File: config.mk
export PLATFORM = sky130hd
export DESIGN_NAME = arb_mux_nto1_reg
export DESIGN_NICKNAME = d
export VERILOG_FILES = /design/src/rtl/arb_mux_nto1_reg.sv
export SDC_FILE = /design/constraint.sdc
export NUM_CORES = 1
export LEC_CHECK = 0
export ABC_AREA = 1
export CAP_MARGIN = 20
export CORE_AREA = 4 4 231 233
export CTS_BUF_LIST = sky130_fd_sc_hd__clkbuf_4
export DETAILED_ROUTE_END_ITERATION = 10
export DIE_AREA = 0 0 235 237
export PLACE_DENSITY = 0.59
export SYNTH_ARGS = -nofsm -noshare
export SYNTH_HDL_FRONTEND = slang
export SYNTH_SLANG_ARGS = --single-unit
File: constraint.sdc
create_clock -name clk -period 5.6 [get_ports clk]
set_clock_uncertainty 0.1 [all_clocks]
set_input_delay 1.68 -clock clk [delete_from_list [all_inputs] [get_ports clk]]
set_output_delay 1.68 -clock clk [all_outputs]
set_load 0.02 [all_outputs]
File: src/rtl/arb_mux_nto1_reg.sv
// Registered CH-to-1 mux with valid/ready on every input and on the output.
// Selection is either explicit (mode=0, via sel) or round-robin (mode=1).
module arb_mux_nto1_reg #(
    parameter int N  = 64,
    parameter int CH = 8,
    localparam int SELW = $clog2(CH)
) (
    input  logic            clk,
    input  logic            reset,
    input  logic            mode,
    input  logic [SELW-1:0] sel,
    input  logic [CH*N-1:0] in_data,
    input  logic [CH-1:0]   in_valid,
    output logic [CH-1:0]   in_ready,
    output logic [N-1:0]    out_data,
    output logic [SELW-1:0] out_ch,
    output logic            out_valid,
    input  logic            out_ready
);

    // Handshake: a word moves on any port in a cycle where its valid and ready are both 1;
    // a producer holding valid must keep its data stable until it sees ready.

    logic [N-1:0]    out_data_q, out_data_d;
    logic [SELW-1:0] out_ch_q, out_ch_d;
    logic            out_valid_q, out_valid_d;
    logic [SELW-1:0] rr_ptr_q, rr_ptr_d;

    logic            load_en;
    logic [SELW-1:0] grant;
    logic            gvalid;
    logic            sel_valid;
    logic [SELW-1:0] rr_grant;
    logic            rr_found;
    logic [N-1:0]    grant_data;

    // Round-robin search: first pass from rr_ptr upward, second pass wraps from channel 0.
    always_comb begin
        sel_valid = 1'b0;
        rr_grant  = '0;
        rr_found  = 1'b0;
        for (int i = 0; i < CH; i++) begin
            if (sel == SELW'(i)) sel_valid = in_valid[i];
        end
        for (int i = 0; i < CH; i++) begin
            if (!rr_found && in_valid[i] && (SELW'(i) >= rr_ptr_q)) begin
                rr_found = 1'b1;
                rr_grant = SELW'(i);
            end
        end
        for (int i = 0; i < CH; i++) begin
            if (!rr_found && in_valid[i]) begin
                rr_found = 1'b1;
                rr_grant = SELW'(i);
            end
        end
    end

    always_comb begin
        grant      = mode ? rr_grant : sel;
        gvalid     = mode ? rr_found : sel_valid;
        load_en    = !out_valid_q || out_ready;
        grant_data = '0;
        for (int i = 0; i < CH; i++) begin
            if (grant == SELW'(i)) grant_data = in_data[i*N +: N];
        end
        for (int i = 0; i < CH; i++) begin
            in_ready[i] = !reset && load_en && gvalid && (grant == SELW'(i));
        end
    end

    always_comb begin
        out_data_d  = out_data_q;
        out_ch_d    = out_ch_q;
        out_valid_d = out_valid_q;
        rr_ptr_d    = rr_ptr_q;
        if (load_en) begin
            if (gvalid) begin
                out_data_d  = grant_data;
                out_ch_d    = grant;
                out_valid_d = 1'b1;
                rr_ptr_d    = (grant == SELW'(CH - 1)) ? '0 : grant + SELW'(1);
            end else begin
                out_valid_d = 1'b0;
            end
        end
    end

    always_ff @(posedge clk) begin
        if (reset) begin
            out_data_q  <= '0;
            out_ch_q    <= '0;
            out_valid_q <= 1'b0;
            rr_ptr_q    <= '0;
        end else begin
            out_data_q  <= out_data_d;
            out_ch_q    <= out_ch_d;
            out_valid_q <= out_valid_d;
            rr_ptr_q    <= rr_ptr_d;
        end
    end

    assign out_data  = out_data_q;
    assign out_ch    = out_ch_q;
    assign out_valid = out_valid_q;

endmodule
==> metrics.cfg <==
[cells_and_area]
final_util = 0.340
drive_gt1_frac = 0.0613
final_cell_area_um2 = 17400
syn2layout_area_growth_pct = 71.9
final_nets = 3189
nFillCells = 5839

[floorplan]
core_region_area_um2 = 51200
dieHeight_um = 237
floorplan.initialDensity = 0.198
chipWidth_um = 235
row_count = 83
ios = 603
die-area_um2 = 55700

[grt]
grt_pass1_vias = 13900
grt_use_met1 = 0.238
use_met3 = 0.0571
antenna_found_initial = 7
grt_usage = 0.210
busiest_layer = met2
grt_pass1_wl_um = 89700
grt-ovfl-total = 0
grt_max_degree = 161
grt_use_met2 = 0.383

[placed_design]
placed_area_um2 = 17000
port_buffers = 602
hpwl_um = 48100
preCtsSetupSlack_ns = -0.896
gp_congestion = 0.928

[flow_run]
maxCapViolations = 0

[cts]
root_buffer = clkbuf_4
clk_pin_slew_ns = 0.13
cts_made_buffers = 9
insertion_delay_ns = 0.46
tritoncts = yes
cts_sinks = 71
cts_htree_levels = 3
cts.path.max_buffers = 2

[logic_synthesis]
ys_warn_count = 0
syn_avg_cell_area_um2 = 4.80
synth_area_um2 = 10100
ys_types = 28
synth_top_area_cell = nand2_1
synth.area.top_cells = nand2_1 (25%), inv_1 (17%), nand3_1 (16%), dfxtp_1 (14%), o21ai_0 (7.8%)
synth_cells = 2110
synth_top_flop_cell = dfxtp_1
ys_ff_latch = 71
yosysTopAreaCellShare = 0.247
synth_edf_count = 0
yosysMostFrequentCell = nand2_1
syn_nets = 2643
synth_common_cells = nand2_1 (668), inv_1 (469), nand3_1 (327), o21ai_0 (157), a21oi_1 (105)
ys_seq_area_frac = 0.140
ys_async_sr_fraction = 0

[drt]
drt-initial-drc-count = 899
dr.pass1.iters = 5
num_vias = 14500
avgRoutedWirePerCell_um = 18.4
drt-vias-per-instance = 4.32
wirelength_um = 61600
drc = 0
ant_nets = 0

[critical_path]
worstSetupEndpointType = primary output
worstSetupStartpointType = primary input
max_stage_delay_ns = 0.21
reg2reg_slack_ns = 1.21
crit_type = in2out
path_max_fanout = 2
timing.rr.start = rr_ptr_q[0]
r2r_cells = 25
crit_required_ns = 3.82
cp_slowest_cell = a211oi_2
crit_start = in_valid[0]
crit_top_cell = buf_4
endpoint = in_ready[7]
critical_path_arrival_ns = 3.80
path_cells = buf_6 -> inv_4 -> nor2_2 -> nand2_2 -> buf_4 -> buf_4 -> buf_4 -> buf_4 -> a211oi_2 -> o2111ai_2 -> nand2_1 -> o21a_1 -> inv_2 -> ha_4 -> buf_6 -> ha_4 -> inv_4 -> nor2_4 -> buf_6
r2r_end = out_data[19]

[power_and_ir_drop]
ir_drop_uv = 111
leakage_nw = 8.88
power_density_nw_per_um2 = 216

[timing]
hold_viol_final = 0
slew_headroom = 0.342
max_clock_freq_mhz = 179
setup_ws_ns = 0.0188
timing.setup.tns_ns = 0
final-setup-viol-count = 0
period_needed_ns = 5.58
period_share = 0.997
drv_slew = 0
rsz0062_at_grt = true
tightest_slew_ns = 0.986

[hold_path]
min_path_type = reg2reg
hold_path_startpoint = rr_ptr_q[1]

[status]
outcome = completed

-- sequential cells by signal, indices dropped and copies added, names as in the netlist --
name,cells
out_ch,3
rr_ptr_q,3
out_data,64
out_valid,1
-- timing repair --
action	CTS	global route
gates resized for setup	66	18
pin swaps	20	15
hold buffers	0	0
setup endpoints to repair	8	8
setup buffers	11	2
-- critical path: cells and delay by family --
kind / cells / cell delay, ns
compound gates: 3 / 0.52
fa+ha+maj: 2 / 0.33
simple gates: 4 / 0.28
buf+inv: 10 / 0.99
-- per-stage QoR --
step	instances	hold slack [ns]	power (W)
after floorplan	2110	0.372	0.00201
after global placement	3312	0.391	0.00335
after detailed placement	3312	0.393	0.00335
after CTS	3339	0.411	0.00383
after global routing	3342	0.433	0.00410
final	3343	0.409	0.00377
-- cell type report --
| cell class | instances | area, um2 | area share |
|---|---|---|---|
| timing repair buffer | 690 | 6760 | 0.388 |
| inverter | 472 | 1780 | 0.102 |
| clock inverter | 7 | 111 | 0.00639 |
| sequential | 71 | 1420 | 0.0816 |
| multi-input combinational | 1412 | 6430 | 0.369 |
| clock buffer | 9 | 67.6 | 0.00388 |
| tap | 680 | 851 | 0.0488 |
| antenna | 2 | 5.00 | 0.000287 |
-- power breakdown --
part / total, W / leakage [nW] / switching, W / internal (W)
clock network: 0.000437 / 0.0934 / 0.000214 / 0.000223
registers: 0.000658 / 0.590 / 0.0000529 / 0.000605
logic: 0.00267 / 8.19 / 0.00162 / 0.00105
-- routing by layer --
layer	up-vias	share of wire
li1	7481	-
met1	6313	0.38
met2	575	0.50
met3	80	0.080
met4	6	0.036
met5	-	0.00060
-- cell usage in the layout (no fill, tap or decap), drive strengths merged --
master,n
inv,470
a21oi,105
o2111ai,2
a211oi,1
clkdlybuf4s50,586
o21a,1
ha,6
nor3,2
buf,100
clkbuf,10
dfxtp,71
clkinvlp,1
nor2,85
nor4,1
nand4,6
dlygate4sd2,3
nand3,328
diode,2
bufinv,3
o21bai,1
clkinv,5
o21ai,203
nand2,671
-- worst min path at each step --
stage	to	slack [ns]	depth (start not counted)
floorplan	rr_ptr_q[1]	0.37	2
global placement	rr_ptr_q[1]	0.39	2
detailed placement	rr_ptr_q[1]	0.39	2
CTS	rr_ptr_q[1]	0.41	2
global route	rr_ptr_q[1]	0.43	2
finish	rr_ptr_q[1]	0.41	2
-- kinds of logic (layout without fill, tap and decap cells) --
group	count (synthesis)	in the layout	synth area share
AOI/OAI and AO/OA	313	313	0.156
adders and majority gates	6	6	0.00741
buffers and inverters	627	1178	0.247
DFF	71	71	0.140
other	0	2	0
and+or+nand+nor	1093	1093	0.450
Power figures use the tool's default switching activity.
